==> src/rtl/pll_rst_pkg.sv <==
// Shared definitions for the PLL-lock driven reset sequencer: FSM encoding,
// default qualification/gap lengths and a counter sizing helper.
package pll_rst_pkg;

  localparam int LOCK_STABLE_CYC_DEF = 1024;
  localparam int STAGE_GAP_CYC_DEF   = 16;

  typedef logic [1:0] state_t;

  localparam logic [1:0] ST_HOLD    = 2'd0;
  localparam logic [1:0] ST_WAIT    = 2'd1;
  localparam logic [1:0] ST_RELEASE = 2'd2;
  localparam logic [1:0] ST_RUN     = 2'd3;

  // Bits needed to count 0..n-1, never less than one bit.
  function automatic int cnt_width(input int n);
    return (n <= 2) ? 1 : $clog2(n);
  endfunction

endpackage

==> src/rtl/sync_ff_chain.sv <==
// Parameterised flop chain for bringing asynchronous level signals into the
// clk domain; every stage resets to 0.
module sync_ff_chain #(
  parameter int STAGES = 2,
  parameter int WIDTH  = 1
) (
  input  logic             clk,
  input  logic             rst,
  input  logic [WIDTH-1:0] d,
  output logic [WIDTH-1:0] q
);

  logic [WIDTH-1:0] chain [STAGES];

  always_ff @(posedge clk or posedge rst) begin
    if (rst) begin
      for (int i = 0; i < STAGES; i++) chain[i] <= '0;
    end else begin
      chain[0] <= d;
      for (int i = 1; i < STAGES; i++) chain[i] <= chain[i-1];
    end
  end

  assign q = chain[STAGES-1];

endmodule

==> src/rtl/pll_lock_rst_seq.sv <==
// Qualifies the synchronised PLL lock, then releases NUM_STAGES reset domains
// one gap apart and raises ready; any lock loss re-asserts every domain reset.
module pll_lock_rst_seq
  import pll_rst_pkg::*;
#(
  parameter int SYNC_STAGES     = 2,
  parameter int LOCK_STABLE_CYC = LOCK_STABLE_CYC_DEF,
  parameter int STAGE_GAP_CYC   = STAGE_GAP_CYC_DEF,
  parameter int NUM_STAGES      = 3,
  parameter int CNT_W           = 8
) (
  input  logic                  clk,
  input  logic                  rst,
  input  logic                  pll_lock,
  input  logic                  soft_rst_req,
  output logic [NUM_STAGES-1:0] rst_out,
  output logic                  ready,
  output logic                  lock_lost_pulse,
  output logic [CNT_W-1:0]      lock_loss_cnt
);

  localparam int LW = cnt_width(LOCK_STABLE_CYC);
  localparam int GW = cnt_width(STAGE_GAP_CYC);
  localparam int SW = cnt_width(NUM_STAGES + 1);

  localparam logic [LW-1:0] LOCK_LAST  = LW'(LOCK_STABLE_CYC - 1);
  localparam logic [GW-1:0] GAP_LAST   = GW'(STAGE_GAP_CYC - 1);
  localparam logic [SW-1:0] STAGE_LAST = SW'(NUM_STAGES);

  logic          lock_s;
  state_t        state;
  logic [LW-1:0] qual_cnt;
  logic [GW-1:0] gap_cnt;
  logic [SW-1:0] stage;
  logic          lock_lost;

  sync_ff_chain #(
    .STAGES (SYNC_STAGES),
    .WIDTH  (1)
  ) u_lock_sync (
    .clk (clk),
    .rst (rst),
    .d   (pll_lock),
    .q   (lock_s)
  );

  // Only a lock drop after release has started is a counted loss.
  assign lock_lost = !lock_s && ((state == ST_RELEASE) || (state == ST_RUN));

  always_ff @(posedge clk or posedge rst) begin
    if (rst) begin
      state           <= ST_HOLD;
      qual_cnt        <= '0;
      gap_cnt         <= '0;
      stage           <= '0;
      rst_out         <= '1;
      ready           <= 1'b0;
      lock_lost_pulse <= 1'b0;
      lock_loss_cnt   <= '0;
    end else begin
      lock_lost_pulse <= 1'b0;
      if (lock_lost) begin
        state           <= ST_HOLD;
        rst_out         <= '1;
        ready           <= 1'b0;
        lock_lost_pulse <= 1'b1;
        if (lock_loss_cnt != '1) lock_loss_cnt <= lock_loss_cnt + CNT_W'(1);
      end else if (soft_rst_req) begin
        state   <= ST_HOLD;
        rst_out <= '1;
        ready   <= 1'b0;
      end else begin
        case (state)
          ST_HOLD: begin
            rst_out <= '1;
            ready   <= 1'b0;
            if (lock_s) begin
              state    <= ST_WAIT;
              qual_cnt <= '0;
            end
          end
          ST_WAIT: begin
            if (!lock_s) begin
              state <= ST_HOLD;
            end else if (qual_cnt == LOCK_LAST) begin
              state      <= ST_RELEASE;
              rst_out[0] <= 1'b0;
              stage      <= SW'(1);
              gap_cnt    <= '0;
            end else begin
              qual_cnt <= qual_cnt + LW'(1);
            end
          end
          ST_RELEASE: begin
            if (gap_cnt == GAP_LAST) begin
              gap_cnt <= '0;
              if (stage == STAGE_LAST) begin
                state <= ST_RUN;
                ready <= 1'b1;
              end else begin
                // Masking keeps already-released bits low, so order is preserved.
                rst_out <= rst_out & ~(NUM_STAGES'(1) << stage);
                stage   <= stage + SW'(1);
              end
            end else begin
              gap_cnt <= gap_cnt + GW'(1);
            end
          end
          ST_RUN: begin
            rst_out <= '0;
            ready   <= 1'b1;
          end
          default: state <= ST_HOLD;
        endcase
      end
    end
  end

endmodule

==> config.mk <==
export PLATFORM = sky130hd
export DESIGN_NAME = pll_lock_rst_seq
export DESIGN_NICKNAME = d
export VERILOG_FILES = /design/src/rtl/pll_rst_pkg.sv /design/src/rtl/sync_ff_chain.sv /design/src/rtl/pll_lock_rst_seq.sv
export SDC_FILE = /design/constraint.sdc
export NUM_CORES = 1
export LEC_CHECK = 0
export ABC_AREA = 1
export CAP_MARGIN = 30
export CORE_MARGIN = 2
export CORE_UTILIZATION = 46
export CTS_BUF_LIST = sky130_fd_sc_hd__clkbuf_8
export DETAILED_ROUTE_END_ITERATION = 12
export PLACE_DENSITY = 0.66
export SLEW_MARGIN = 15
export SYNTH_ARGS = -nofsm -noshare
export SYNTH_HDL_FRONTEND = slang
export SYNTH_SLANG_ARGS = --single-unit
==> constraint.sdc <==
create_clock -name clk -period 1.8 [get_ports clk]
set_clock_uncertainty 0.1 [all_clocks]
set_input_delay 0.54 -clock clk [delete_from_list [all_inputs] [get_ports clk]]
set_output_delay 0.54 -clock clk [all_outputs]
set_load 0.01 [all_outputs]
==> flow_metrics.tcl <==
set metrics [dict create \
    dieWidth_um 70.7 \
    n_antenna_cell 0 \
    start_util_pct 47.3 \
    ir_worst_vdd_uv 632 \
    track_usage_pct 18.2 \
    core-area_um2 4320 \
    portBuffers 16 \
    vias 1789 \
    worstPathArrival_ns 1.09 \
    fin_crit_sh_pct 96.2 \
    hold_viol_final 0 \
    ios 17 \
    totalWireLength_um 4220 \
    slew_viol_final 0 \
    setup_violations 0 \
    grt_pass1_vias 1659 \
    synth_edf_count 0 \
    synth_area_per_cell_um2 7.87 \
    clockBufferDepth 2 \
    drc 0 \
    clk-insertion-delay-late_ns 0.29 \
    fin_area_um2 2520 \
    synth_nets 275 \
    rsz0062_at_grt "no" \
    cts_tree "done" \
    layout-drive-gt1-share_pct 19.6 \
    status "completed" \
    cts_root_buf "clkbuf_8" \
    path_clk_slew_ns 0.07 \
    synth-warning-count 0 \
    cts_max_level 2 \
    crit_family "flip-flops" \
    leakagePower_nw 1.25 \
    maxCapViolCount 0 \
    multi_input_area_um2 1100 \
    drtIter0Drc 116 \
    placed_cell_area_um2 2370 \
    whs_path_depth 0 \
    setup_ws_ns 0.0675 \
    critPathMaxFanout 3 \
    worst_path_max_delay_cell "dfstp_2" \
    crit_path_end_kind "primary output" \
    dpl.hpwl_um 2990 \
    rr_startpoint "state[1]" \
    synth_seq_cells 33 \
    finalNetCount 315 \
    cts_buffers 5 \
    antenna_found_initial 0 \
    fin_util_pct 58.2 \
    worst_slew_pin_slew_ns 0.375 \
    seq_area_frac_synth_pct 40.6 \
    critPathLaunchType "flip-flop" \
    grt_overflow 0 \
    place_congestion 0.859 \
    critPathBufInv 1 \
    dp_slack_ns -0.204 \
    grt_pass1_wl_um 7380 \
    reg2reg_slack_ns 0.13 \
    required_ns 1.16 \
    r2r_cells 9 \
    path_class "reg -> out" \
    die_h_um 70.7 \
    cpPeakStageDelay_ns 0.54 \
    n_fill_cell 408 \
    max_freq_ghz 0.577 \
    seqCellArea_um2 830 \
    hold_start "u_lock_sync.chain[1]" \
    dieArea_um2 5000 \
    ant_nets 0 \
    wl_per_cell_um 12.0 \
    hold_end "u_lock_sync.q" \
    crit_chain "dlygate4sd2_1" \
    synthCells 260 \
    r2r-end "qual_cnt[6]" \
    rows 24 \
    drtPass1Iterations 4 \
    viasPerCell 5.07 \
    hold_path_class "reg -> reg" \
    relSlewSlack_pct 74.9 \
    synth_area_um2 2050 \
    synth-async-reset-ratio_pct 100 \
    ys.flop_type "dfrtp_1" \
    fin_crit_ns 1.73 \
    area_growth_syn_to_layout_pct 23.1 \
    powerDensity_nw_per_um2 935 \
    grt_max_degree 34 \
    synth_cell_type_count 32 \
    cts_sinks 33 \
    fin_total_pwr_mw 2.35 \
]
repair_timing:
item	4_1_cts	5_1_grt
endpoints found under the setup margin	13	9
buffers inserted	5	1
pin swaps	0	2
resized for setup	13	9
hold buffers	0	0
routing by layer:
metal	track usage (%)	up-vias	part of all wire (%)
met3	3.99	4	3.6
met2	29.5	35	47
met4	5.03	0	0.95
met1	24.8	830	49
li1	-	920	-
met5	0	-	0
worst max-delay path by stage:
stage	depth (start not counted)	to	startpoint	slack, ns
after global routing	9	gap_cnt[3]	state[0]	0.01
final	1	rst_out[0]	rst_out[0]	0.07
after global placement	9	qual_cnt[6]	soft_rst_req	-0.17
after CTS	10	gap_cnt[0]	state[0]	0.05
after floorplan	10	gap_cnt[2]	state[0]	0.18
after detailed placement	9	qual_cnt[6]	soft_rst_req	-0.20
sequential cells by signal, indices dropped and copies added (netlist names), 2 cells and up:
register	count
gap_cnt	4
lock_loss_cnt	8
qual_cnt	10
rst_out	3
stage	2
state	2
kinds of logic after synthesis:
group | share of synthesized area (%)
buf+inv | 7.28
flops | 40.6
compound gates | 9.17
fa+ha+maj | 6.73
xor+xnor | 3.43
simple gates | 32.4
mux | 0.489
synth_stat cells (2+ instances only):
| cell type | count | area [µm²] |
|---|---|---|
| nand2_1 | 77 | 289 |
| dfrtp_1 | 30 | 751 |
| inv_1 | 29 | 109 |
| nand3_1 | 24 | 120 |
| nor2_1 | 12 | 45.0 |
| ha_1 | 11 | 138 |
| nand4_1 | 11 | 68.8 |
| o21ai_1 | 11 | 55.1 |
| o21ai_0 | 8 | 40.0 |
| nand2_2 | 5 | 31.3 |
| o21ai_2 | 5 | 43.8 |
| xor2_1 | 5 | 43.8 |
| nor2_4 | 4 | 45.0 |
| dfstp_2 | 3 | 78.8 |
| inv_2 | 3 | 11.3 |
| xnor2_1 | 3 | 26.3 |
| a21oi_1 | 2 | 10.0 |
| nand3b_1 | 2 | 15.0 |
| nor2_2 | 2 | 12.5 |
final cells by class:
class | instances | area share (%)
clock buffer | 5 | 2.73
clock inverter | 3 | 0.695
inverter | 33 | 5.12
multi-input combinational | 191 | 43.8
sequential | 33 | 32.9
tap | 52 | 2.58
timing repair buffer | 36 | 12.2
cells in the final DEF (no fill, tap or decap), drive strengths merged:
cell	instances
dfrtp	30
o211ai	1
dfstp	3
nand4	11
clkinv	2
inv	33
nor2	18
nor3b	1
a21o	1
o31ai	1
dlygate4sd2	13
nand2	83
clkdlybuf4s50	3
a21oi	3
nand3	25
clkinvlp	1
ha	11
clkbuf	5
mux2i	1
nand3b	2
o21ai	24
buf	20
xnor2	3
or2	1
xor2	5
report_power, final:
part / switching, mW / leakage [nW] / internal, mW
Sequential: 0.0845 / 0.441 / 0.860
Combinational: 0.519 / 0.768 / 0.334
Clock: 0.290 / 0.0439 / 0.267
through the flow:
stage	TNS [ns]	std cells	hold WS (ns)
after CTS	0	352	0.260
after detailed placement	-2.62	339	0.244
final	0	353	0.258
after global placement	-2.14	339	0.247
after floorplan	0	260	0.231
after global routing	0	353	0.264
No activity file was read; power rests on OpenSTA's default activity.
